[src/rtl/mem_wb_stage.sv]
// MEM/WB pipeline register: extracts and extends load data from the raw memory word,
// flags misaligned loads, and keeps a count of retired instructions.
module mem_wb_stage #(
    parameter int ADDRESS_WIDTH = 5,
    parameter int DATA_WIDTH    = 32,
    parameter int FUNCT3_WIDTH  = 3,
    parameter int CNT_WIDTH     = 32
) (
    input  logic                     CLK,
    input  logic                     RST_N,
    input  logic                     StallW,
    input  logic                     FlushW,
    input  logic                     ValidM,
    input  logic                     RegWriteM,
    input  logic [1:0]               ResultSrcM,
    input  logic [DATA_WIDTH-1:0]    ALUResultM,
    input  logic [DATA_WIDTH-1:0]    RD,
    input  logic [ADDRESS_WIDTH-1:0] RdM,
    input  logic [DATA_WIDTH-1:0]    PCPlus4M,
    input  logic [FUNCT3_WIDTH-1:0]  funct3M,
    output logic                     ValidW,
    output logic                     RegWriteW,
    output logic [ADDRESS_WIDTH-1:0] RdW,
    output logic [DATA_WIDTH-1:0]    ResultW,
    output logic                     MisalignedW,
    output logic [CNT_WIDTH-1:0]     RetireCountW
);

    localparam logic [FUNCT3_WIDTH-1:0] F_LB  = FUNCT3_WIDTH'(0);
    localparam logic [FUNCT3_WIDTH-1:0] F_LH  = FUNCT3_WIDTH'(1);
    localparam logic [FUNCT3_WIDTH-1:0] F_LW  = FUNCT3_WIDTH'(2);
    localparam logic [FUNCT3_WIDTH-1:0] F_LBU = FUNCT3_WIDTH'(4);
    localparam logic [FUNCT3_WIDTH-1:0] F_LHU = FUNCT3_WIDTH'(5);

    logic [1:0]            w_off;
    logic [7:0]            w_byte;
    logic [15:0]           w_half;
    logic                  w_mis;
    logic                  w_we;
    logic [DATA_WIDTH-1:0] w_load;

    logic                     r_valid;
    logic                     r_regwrite;
    logic [ADDRESS_WIDTH-1:0] r_rd;
    logic [1:0]               r_src;
    logic [DATA_WIDTH-1:0]    r_alu;
    logic [DATA_WIDTH-1:0]    r_load;
    logic [DATA_WIDTH-1:0]    r_pc4;
    logic                     r_mis;
    logic [CNT_WIDTH-1:0]     r_cnt;

    always_comb begin
        w_off  = ALUResultM[1:0];
        w_byte = RD[{w_off, 3'b000} +: 8];
        w_half = w_off[1] ? RD[31:16] : RD[15:0];

        // Misalignment only matters when the writeback actually selects load data.
        w_mis = 1'b0;
        if (ResultSrcM == 2'b01) begin
            case (funct3M)
                F_LH, F_LHU: w_mis = w_off[0];
                F_LW:        w_mis = (w_off != 2'b00);
                default:     w_mis = 1'b0;
            endcase
        end

        w_load = RD;
        if (!w_mis) begin
            case (funct3M)
                F_LB:    w_load = {{(DATA_WIDTH-8){w_byte[7]}}, w_byte};
                F_LH:    w_load = {{(DATA_WIDTH-16){w_half[15]}}, w_half};
                F_LBU:   w_load = {{(DATA_WIDTH-8){1'b0}}, w_byte};
                F_LHU:   w_load = {{(DATA_WIDTH-16){1'b0}}, w_half};
                default: w_load = RD;
            endcase
        end

        w_we = RegWriteM & ValidM & (RdM != '0) & ~w_mis;
    end

    always_ff @(posedge CLK or negedge RST_N) begin
        if (!RST_N) begin
            r_valid    <= 1'b0;
            r_regwrite <= 1'b0;
            r_rd       <= '0;
            r_src      <= 2'b00;
            r_alu      <= '0;
            r_load     <= '0;
            r_pc4      <= '0;
            r_mis      <= 1'b0;
            r_cnt      <= '0;
        end else if (FlushW) begin
            // Bubble: kill the control bits, leave the datapath registers as they were.
            r_valid    <= 1'b0;
            r_regwrite <= 1'b0;
            r_mis      <= 1'b0;
        end else if (!StallW) begin
            r_valid    <= ValidM;
            r_regwrite <= w_we;
            r_rd       <= RdM;
            r_src      <= ResultSrcM;
            r_alu      <= ALUResultM;
            r_load     <= w_load;
            r_pc4      <= PCPlus4M;
            r_mis      <= w_mis;
            if (ValidM) r_cnt <= r_cnt + 1'b1;
        end
    end

    always_comb begin
        case (r_src)
            2'b00:   ResultW = r_alu;
            2'b01:   ResultW = r_load;
            2'b10:   ResultW = r_pc4;
            default: ResultW = '0;
        endcase
    end

    assign ValidW       = r_valid;
    assign RegWriteW    = r_regwrite;
    assign RdW          = r_rd;
    assign MisalignedW  = r_mis;
    assign RetireCountW = r_cnt;

endmodule

[config.mk]
export PLATFORM = sky130hd
export DESIGN_NAME = mem_wb_stage
export DESIGN_NICKNAME = d
export VERILOG_FILES = /design/src/rtl/mem_wb_stage.sv
export SDC_FILE = /design/constraint.sdc
export NUM_CORES = 1
export LEC_CHECK = 0
export ABC_AREA = 1
export CORE_MARGIN = 3
export CORE_UTILIZATION = 43
export DETAILED_ROUTE_END_ITERATION = 8
export PLACE_DENSITY_LB_ADDON = 0.25
export SYNTH_ARGS = -nofsm -noshare
export SYNTH_HDL_FRONTEND = slang
export SYNTH_SLANG_ARGS = --single-unit
[constraint.sdc]
create_clock -name CLK -period 2.61 [get_ports CLK]
set_input_delay 0.6525 -clock CLK [delete_from_list [all_inputs] [get_ports CLK]]
set_output_delay 0.6525 -clock CLK [all_outputs]
set_load 0.02 [all_outputs]
==> impl_metrics.toml <==
[synthesis]
avgSynthCellArea_um2 = 7.33
ys_ff_latch = 138
postSynthCellCount = 997
synth_common_cells = "nand2_1 (396), dfrtp_1 (138), nor2_1 (80), inv_1 (75), nand3_1 (69)"
syn_area_mm2 = 0.00730
synth_cell_types = 29
synth_top_area_share_pct = 47.3
synth_top_area_cell = "dfrtp_1"
synthArstFlopShare_pct = 100
yosysMostFrequentCell = "nand2_1"
yosysWarnings = 0
synth_edf_count = 0
synth_nets = 1110
synth-main-ff-cell = "dfrtp_1"
seq_area_frac_synth_pct = 47.3
netlist_top_cells_area = "dfrtp_1 (47%), nand2_1 (20%), nand3_1 (4.7%), o21ai_0 (4.5%), nor2_1 (4.1%)"

[power_and_ir_drop]
p_leak_uw = 0.00470
ir_drop_mv = 0.480
p_per_area_mw_per_mm2 = 670

[sta]
finalWorstPathRequiredPeriod_ns = 2.50
slew_headroom_pct = 63.6
drv_slew = 0
skew_ns = 0.00946
fmaxAchievable_mhz = 400
rsz0062_at_grt = "false"
post-route-period-util_pct = 95.9
setup_violations = 0
holdWs_ns = 0.130
fin_tns_setup_ns = 0
worst_pin_slew_ns = 0.546
final-hold-violation-count = 0

[run_status]
status = "completed"

[setup_path]
path_cells = "inv_1, nand2_1, buf_4, o211ai_1, dlygate4sd2_1"
worstPathRequired_ns = 1.96
start_kind = "flip-flop"
crit_fanout = 32
slowest_stage = "dfrtp_1"
cp-end-kind = "primary output"
r2r_slack_ns = 0.86
critical_path_class = "reg2out"
crit_arrival_ns = 1.85
slowest_delay_ns = 0.43

[cts]
cts_resized = 32
clockBufferDepth = 2
tritoncts = "built"
cts_root_buffer = "clkbuf_16"
cts_buffers = 17
ctsHtreeMaxLevel = 4
clkTransAtPathRegs_ns = 0.06
cts_setup_buffers = 0
clk_latency_ns = 0.43
cts_num_sinks = 138
cts_hold_buffers = 0

[floorplan]
initial_utilization_pct = 44.0
die-area_mm2 = 0.0186
io_pins = 184
die_w_um = 136
core_mm2 = 0.0166
rows = 47
dieHeight_um = 136

[grt]
antenna_found_initial = 0
grt_pass1_vias = 6817
grt_max_degree = 127
grtUsageTotal_pct = 23.6
grt_first_pass_wirelength_um = 34700
grt-ovfl-total = 0

[placement]
hpwl_um = 15100
gp_congestion = 0.941
placed_cells = 1373
port_buffers = 183

[drt]
ant_nets = 0
detail_route.wl_per_cell_um = 15.4
first_pass_iters = 5
drcViolationCount = 0
first_iter_violations = 442
vias_per_cell = 5.01
wirelength_um = 21700
num_vias = 7033

[final_layout]
fillers = 1532
nets = 1285
syn_to_final_growth_pct = 37.7
layout.cells.non_filler = 1405
diodes = 0
drive_above_1_share_pct = 7.00

[run]
cap_viol_max_count = 0

[min_path]
hp-class = "in2async"
==> area by class of cell <==
cell class | instances | area (um2) | area share, %
Timing Repair Buffer | 202 | 2010 | 20.0
Tap cell | 220 | 275 | 2.74
Multi-Input combinational cell | 736 | 3370 | 33.5
Clock buffer | 17 | 425 | 4.23
Clock inverter | 15 | 235 | 2.34
Sequential cell | 138 | 3450 | 34.3
Inverter | 77 | 289 | 2.87
==> layer usage <==
metal / GRT usage [%] / vias up / part of all wire, %
li1: - / 3528 / -
met1: 32.7 / 3259 / 46
met2: 37.1 / 222 / 46
met3: 5.26 / 24 / 5.9
met4: 7.00 / 0 / 1.6
met5: 0 / - / 0
==> where the power goes <==
group | internal (uW) | switching, uW | total [uW]
Clock | 1720 | 1010 | 2730
Combinational | 612 | 838 | 1450
Sequential | 2390 | 168 | 2560
Total | 4720 | 2020 | 6740
==> flip-flops by register name, summed over array words and instances (netlist names) <==
register      count
r_src             2
r_load           32
r_alu            32
ValidW            1
MisalignedW       1
RdW               5
r_pc4            32
RetireCountW     32
RegWriteW         1
==> path summary, 6_finish.rpt <==
check | startpoint | end | cells past startpoint
max | r_src[0] | ResultW[26] | 5
min | RST_N | r_alu[19] | 1
max reg2reg | RetireCountW[0] | RetireCountW[18] | 8
min reg2reg | r_alu[3] | r_alu[3] | 2
max in group asynchronous | RST_N | RetireCountW[22] | 2
min in group CLK | r_alu[3] | r_alu[3] | 2
==> critical path, delay by kind of cell (launching register included) <==
family	cells	cell delay (ns)
AND/OR/NAND/NOR	1	0.05
AO/OA/AOI/OAI	1	0.23
flip-flops	1	0.43
buffers and inverters	3	0.70
==> placed cells by master (no fill, tap or decap), drive strengths merged, types with 18 or more instances in the layout <==
| cell | instances |
|---|---|
| clkbuf | 18 |
| clkdlybuf4s50 | 150 |
| inv | 83 |
| dlygate4sd2 | 29 |
| nand2 | 402 |
| nand3 | 70 |
| o211ai | 33 |
| buf | 20 |
| o21ai | 68 |
| nor2 | 87 |
| a21oi | 41 |
| dfrtp | 138 |
==> per-stage QoR <==
| step | util (%) | power, uW | instance area (um2) | setup slack, ns |
|---|---|---|---|---|
| final | 60.7 | 6740 | 10100 | 0.107 |
| after global routing | 60.7 | 7050 | 10100 | 0.00441 |
| after CTS | 60.7 | 6790 | 10100 | 0.110 |
| after detailed placement | 56.9 | 4130 | 9440 | 0.249 |
| after global placement | 56.9 | 4110 | 9440 | 0.298 |
| after floorplan | - | 3340 | 7300 | 0.676 |
==> cells by family (layout without fill, tap and decap cells) <==
| group | count (synthesis) | count (layout) | synth area share [%] |
|---|---|---|---|
| flops | 138 | 138 | 47.3 |
| buf+inv | 123 | 311 | 6.61 |
| fa+ha+maj | 1 | 1 | 0.171 |
| simple gates | 577 | 577 | 32.5 |
| compound gates | 142 | 142 | 11.5 |
| xor+xnor | 16 | 16 | 1.92 |
No activity file was read; power rests on OpenSTA's default activity.
